<file path="config.mk">
export PLATFORM = sky130hd
export DESIGN_NAME = tune_sequencer
export DESIGN_NICKNAME = d
export VERILOG_FILES = /design/src/rtl/sound_pkg.sv /design/src/rtl/tune_rom.sv /design/src/rtl/tune_sequencer.sv
export SDC_FILE = /design/constraint.sdc
export NUM_CORES = 1
export LEC_CHECK = 0
export BUFFER_PORTS_ARGS = -buffer_cell sky130_fd_sc_hd__buf_4
export CORE_ASPECT_RATIO = 1.75
export CORE_UTILIZATION = 61
export DETAILED_ROUTE_END_ITERATION = 8
export HOLD_SLACK_MARGIN = 0.1
export PLACE_DENSITY = 0.8
export RECOVER_POWER = 100
export SLEW_MARGIN = 15
export SYNTH_ARGS = -nofsm -noshare
export SYNTH_HDL_FRONTEND = slang
export SYNTH_HIERARCHICAL = 1
export SYNTH_SLANG_ARGS = --single-unit
</file>
<file path="constraint.sdc">
create_clock -name clk -period 3.3 [get_ports clk]
set_clock_uncertainty 0.2 [all_clocks]
set_input_delay 0.33 -clock clk [delete_from_list [all_inputs] [get_ports clk]]
set_output_delay 0.33 -clock clk [all_outputs]
set_load 0.005 [all_outputs]
</file>
<file path="src/rtl/sound_pkg.sv">
// Shared types and constants for the tune sequencer: note entry layout, FSM states,
// tune IDs, half-period constants and the tune table contents.
package sound_pkg;

  typedef struct packed {
    logic [14:0] half_period;
    logic [7:0]  duration;
    logic        last;
  } note_t;

  typedef enum logic [2:0] {
    StIdle   = 3'd0,
    StLoad   = 3'd1,
    StNote   = 3'd2,
    StGap    = 3'd3,
    StFinish = 3'd4
  } seq_state_e;

  localparam logic [1:0] TUNE_START = 2'd0;
  localparam logic [1:0] TUNE_CHOMP = 2'd1;
  localparam logic [1:0] TUNE_DEATH = 2'd2;
  localparam logic [1:0] TUNE_FRUIT = 2'd3;

  // Half-period counts at 50 MHz; octaves picked so every value fits in 15 bits.
  localparam logic [14:0] NOTE_REST = 15'd0;
  localparam logic [14:0] NOTE_A5   = 15'd28408;
  localparam logic [14:0] NOTE_C6   = 15'd23888;
  localparam logic [14:0] NOTE_E6   = 15'd18960;
  localparam logic [14:0] NOTE_G6   = 15'd15942;
  localparam logic [14:0] NOTE_C7   = 15'd11943;

  function automatic note_t rom_entry(input logic [5:0] addr);
    note_t e;
    e = '0;
    case (addr[5:4])
      TUNE_START: begin
        case (addr[3:0])
          4'd0:    e = '{15'd100, 8'd2, 1'b0};
          4'd1:    e = '{NOTE_REST, 8'd1, 1'b0};
          4'd2:    e = '{15'd200, 8'd1, 1'b1};
          default: e = '0;
        endcase
      end
      TUNE_CHOMP: begin
        case (addr[3:0])
          4'd0:    e = '{NOTE_C6, 8'd1, 1'b0};
          4'd1:    e = '{NOTE_E6, 8'd1, 1'b1};
          default: e = '0;
        endcase
      end
      TUNE_DEATH: begin
        // Zero duration is played as one tick.
        if (addr[3:0] == 4'd0) e = '{NOTE_G6, 8'd0, 1'b1};
      end
      default: begin
        // No last flag anywhere: index 15 terminates the tune.
        e = '{15'd1000 + {11'd0, addr[3:0]}, 8'd1, 1'b0};
      end
    endcase
    return e;
  endfunction

endpackage

</file>
<file path="src/rtl/tune_rom.sv">
// 64 x 24-bit synchronous-read tune table, addressed by {tune, note index}.
module tune_rom
  import sound_pkg::*;
(
  input  logic        i_clk,
  input  logic        i_en,
  input  logic [5:0]  i_addr,
  output logic [23:0] o_data
);

  always_ff @(posedge i_clk) begin
    if (i_en) o_data <= rom_entry(i_addr);
  end

endmodule

</file>
<file path="src/rtl/tune_sequencer.sv">
// Steps through a selected tune in the ROM, driving the speaker stage with a
// half-period count and enable per note, with an optional silent gap between notes.
module tune_sequencer
  import sound_pkg::*;
#(
  parameter int unsigned TICK_DIV  = 50000,
  parameter int unsigned GAP_TICKS = 10
) (
  input  logic        clk,
  input  logic        rst_n,
  input  logic        start,
  input  logic [1:0]  tune_sel,
  input  logic        stop,
  output logic        play,
  output logic [14:0] frequency,
  output logic        busy,
  output logic        done
);

  localparam logic [15:0] PRESC_MAX = 16'(TICK_DIV - 1);
  localparam logic [7:0]  GAP_MAX   = 8'(GAP_TICKS - 1);
  localparam logic        GAP_EN    = (GAP_TICKS != 0);

  seq_state_e  r_state;
  logic [1:0]  r_tune;
  logic [3:0]  r_idx;
  logic        r_fresh;
  logic [15:0] r_presc;
  logic [7:0]  r_ticks;
  logic [7:0]  r_dur_m1;
  logic        r_last;

  logic [23:0] w_rom_data;
  note_t       w_entry;
  logic        w_tick_end;
  logic        w_note_end;
  logic        w_gap_end;
  logic        w_seq_end;

  tune_rom u_rom (
    .i_clk  (clk),
    .i_en   (r_state == StLoad),
    .i_addr ({r_tune, r_idx}),
    .o_data (w_rom_data)
  );

  assign w_entry    = note_t'(w_rom_data);
  assign w_tick_end = (r_presc == PRESC_MAX);
  assign w_note_end = (r_state == StNote) && !r_fresh && w_tick_end && (r_ticks == r_dur_m1);
  assign w_gap_end  = (r_state == StGap) && w_tick_end && (r_ticks == GAP_MAX);
  assign w_seq_end  = w_gap_end || (!GAP_EN && w_note_end);

  always_ff @(posedge clk or negedge rst_n) begin
    if (!rst_n) begin
      r_state   <= StIdle;
      r_tune    <= 2'd0;
      r_idx     <= 4'd0;
      r_fresh   <= 1'b0;
      r_presc   <= 16'd0;
      r_ticks   <= 8'd0;
      r_dur_m1  <= 8'd0;
      r_last    <= 1'b0;
      play      <= 1'b0;
      frequency <= 15'd0;
      busy      <= 1'b0;
      done      <= 1'b0;
    end else if (stop) begin
      r_state   <= StIdle;
      r_fresh   <= 1'b0;
      r_presc   <= 16'd0;
      r_ticks   <= 8'd0;
      play      <= 1'b0;
      frequency <= 15'd0;
      busy      <= 1'b0;
      done      <= 1'b0;
    end else if (start) begin
      r_state <= StLoad;
      r_tune  <= tune_sel;
      r_idx   <= 4'd0;
      r_fresh <= 1'b0;
      play    <= 1'b0;
      busy    <= 1'b1;
      done    <= 1'b0;
    end else begin
      done <= 1'b0;
      unique case (r_state)
        StIdle: ;
        StLoad: begin
          r_state <= StNote;
          r_fresh <= 1'b1;
        end
        StNote: begin
          // First NOTE cycle is where the ROM word becomes visible; timing starts after it.
          if (r_fresh) begin
            r_fresh   <= 1'b0;
            frequency <= w_entry.half_period;
            play      <= (w_entry.half_period != 15'd0);
            r_dur_m1  <= (w_entry.duration == 8'd0) ? 8'd0 : w_entry.duration - 8'd1;
            r_last    <= w_entry.last;
            r_presc   <= 16'd0;
            r_ticks   <= 8'd0;
          end else if (w_tick_end) begin
            r_presc <= 16'd0;
            if (w_note_end) begin
              play    <= 1'b0;
              r_ticks <= 8'd0;
              r_state <= StGap;
            end else begin
              r_ticks <= r_ticks + 8'd1;
            end
          end else begin
            r_presc <= r_presc + 16'd1;
          end
        end
        StGap: begin
          if (w_tick_end) begin
            r_presc <= 16'd0;
            r_ticks <= r_ticks + 8'd1;
          end else begin
            r_presc <= r_presc + 16'd1;
          end
        end
        StFinish: begin
          r_state   <= StIdle;
          busy      <= 1'b0;
          frequency <= 15'd0;
        end
        default: r_state <= StIdle;
      endcase

      if (w_seq_end) begin
        r_ticks <= 8'd0;
        if (r_last || (r_idx == 4'hF)) begin
          r_state <= StFinish;
          done    <= 1'b1;
        end else begin
          r_idx   <= r_idx + 4'd1;
          r_state <= StLoad;
        end
      end
    end
  end

endmodule

</file>
==> impl_metrics.ini <==
[worst_setup_path]
cp-end-kind = register
worstReg2RegEnd = r_presc[9]$_DFFE_PN0P_
cpLargestDelayFamily = simple AND/OR/NAND/NOR gates
startpoint_type = register
crit_path_cell_trace = or4b_1, or4_1, a21oi_1, clkbuf_1, nor2_1
crit_buf_inv = 1
path_class = register to register
critPathMaxFanout = 14
r2r_cells = 5
crit_path_max_incr_delay_ns = 0.70
crit_slowest_cell = or4_1
r2r-start = r_presc[5]$_DFFE_PN0P_
crit_required_ns = 3.32
cp.arrival_ns = 2.87
worst-r2r-setup-slack_ns = 0.45

[power_and_ir_drop]
irDropWorstVdd_mv = 0.514
p_leak_nw = 1.91
power_density_mw_per_mm2 = 479

[synth]
yosysSeqAreaShare_pct = 51.1
avgSynthCellArea_um2 = 9.63
synthArstFlopShare_pct = 78.2
ys_seq_elements = 78
synth-edff-count = 17
synth_flop_cell = dfrtp_1
synth_cells = 414
syn_area_mm2 = 0.00399
synth_cell_types = 57
ys_warn_count = 6

[cts]
cts.sinks = 78
ctsResizeCount = 0
cts_tree = done
insertion_delay_ns = 0.36
cts_root_buffer = clkbuf_8
cts_made_buffers = 9
postCtsHoldBufs = 6
clockBufferDepth = 2
cts_setup_buffers = 0
path_clk_slew_ns = 0.08
cts_max_level = 3

[floorplan]
chipWidth_um = 63.1
die_y_um = 109
fp.coreArea_mm2 = 0.00628
io-pin-count = 24
dieArea_mm2 = 0.00687
start_util_pct = 63.5
num_rows = 38

[finish]
finish.utilization_pct = 70.5
diodes = 0
drive_gt1_share_pct = 11.9
num-nets-final = 451
syn_to_final_growth_pct = 11.1
instances_no_fill = 525

[placement]
gp_congestion = 0.814
pre_cts_ws_ns = 0.598
dpl.hpwl_um = 5620
port_buffers = 23
place_inst = 503

[hold_path]
holdCritStartpoint = frequency[3]$_DFFE_PN0P_
min_path_type = register to register
whs_endpoint = frequency[3]$_DFFE_PN0P_
min_path_cells = 2

[routing]
first_iter_violations = 152
wire_per_inst_um = 15.2
vias = 3079
dr.pass1.iters = 4
viasPerCell = 5.86
drc_errors = 0
ant_nets = 0
routed_wl_um = 7990

[sta]
setup_slack_ns = 0.452
hold_violations = 0
setup_viol = 0
finalMaxSlewViolations = 0
period_minus_slack_ns = 2.85
fin_tns_setup_ns = 0
hold_ws_ns = 0.286
rsz0062_at_grt = false
worstMarginPinSlew_ns = 1.49
clock.fmax_mhz = 351
slew_headroom_pct = 0.764
period_share_pct = 86.3

[global_routing]
grt_first_pass_wirelength_um = 13500
grt_pass1_vias = 3008
antenna_found_initial = 0
grt_usage_pct = 25.7
globalRouteOverflowTotal = 0
grt_max_degree = 62

[run_status]
violations = capacitance limit
status = finished, violations left

[job]
maxCapViolations = 1
-- stage by stage --
stage	total power, mW	area (µm²)
2_1_floorplan	1.27	4000
3_3_place_gp	1.35	4180
3_5_place_dp	1.36	4180
4_1_cts	2.15	4470
5_1_grt	2.21	4430
6_report	2.12	4430
-- sequential cells by signal, indices dropped and copies added (netlist names) --
name,count
frequency,15
r_idx,4
r_fresh,1
play,1
r_dur_m1,8
r_ticks,8
r_tune,2
r_last,1
r_state,3
r_presc,16
done,1
busy,1
u_rom/o_data,17
-- routing by layer --
metal,GRT usage [%],routed length (µm),vias to the layer above
met2,43.3,4110,70
li1,-,-,1512
met1,30.8,3390,1480
met3,5.54,313,17
met5,0,0,-
met4,13.1,174,0
-- cell usage in the layout, fill, tap and decap left out, drive strengths merged, types with 3 or more instances in the layout --
cell and instances:
nor2 28, a21o 3, o21ai 45, nand4 7, dfrtp 61, nor3 11
conb 6, or4 4, nor4 9, inv 10, nand3 13, a32oi 4
a21oi 15, xor2 16, and2 4, ha 5, a31oi 3, nor2b 3
and3 3, or2 3, nand2b 5, or3 6, dlygate4sd3 6, mux2 4
nand2 69, edfxtp 17, buf 5, xnor2 7, clkbuf 32, mux2i 5
or4b 3
-- how the worst max path moves through the flow --
stage	endpoint	from	slack, ns	depth (start not counted)
after floorplan	done$_DFF_PN0_	r_presc[5]$_DFFE_PN0P_	0.69	5
after global placement	r_state[0]$_DFFE_PN0P_	r_ticks[1]$_DFFE_PN0P_	0.68	7
after detailed placement	done$_DFF_PN0_	r_presc[5]$_DFFE_PN0P_	0.60	4
after CTS	r_state[0]$_DFFE_PN0P_	r_ticks[1]$_DFFE_PN0P_	0.61	7
after global routing	r_ticks[7]$_DFFE_PN0P_	r_ticks[1]$_DFFE_PN0P_	0.19	8
final	r_presc[9]$_DFFE_PN0P_	r_presc[5]$_DFFE_PN0P_	0.45	5
-- report_power, final --
part / switching (mW) / internal (mW)
clock network: 0.361 / 0.428
registers: 0.0539 / 1.05
logic: 0.130 / 0.0926
-- layout make-up --
type / instances / area [µm²]
tap: 80 / 100
clock inverter: 7 / 97.6
sequential: 78 / 2040
timing repair buffer: 34 / 253
fill: 497 / 1850
multi-input combinational: 308 / 1780
clock buffer: 9 / 124
inverter: 9 / 33.8
-- synth_stat cells (all sizes together), types with 3 or more instances --
master,number,area (µm²)
or4b,3,30.0
or3,6,37.5
dfrtp,61,1530
nand3,13,65.1
a21oi,15,75.1
or2,3,18.8
mux2i,5,50.1
buf,11,85.1
nor4,9,56.3
xor2,16,140
nor2,28,105
xnor2,7,61.3
or4,4,41.3
clkbuf,13,48.8
nor2b,3,18.8
nand4,7,43.8
a31oi,3,18.8
nand2b,5,31.3
edfxtp,17,510
o21ai,45,225
and2,4,26.3
mux2,4,45.0
inv,9,33.8
a32oi,4,35.0
and3,3,18.8
nor3,11,66.3
ha,5,62.6
nand2,69,259
a21o,3,22.5
-- kinds of logic after synthesis --
group	share of synthesized area (%)
compound gates	12.9
other cells	0.0941
mux	2.39
fa+ha+maj	1.57
simple gates	22.7
flops	51.1
xor+xnor	5.05
buf+inv	4.21
-- worst min-delay path: cells and delay by family (launching register included) --
family,cells,cell delay (ns)
DFF,1,0.34
AOI/OAI and AO/OA,1,0.06
and+or+nand+nor,1,0.05
(Power assumes the default switching activity.)
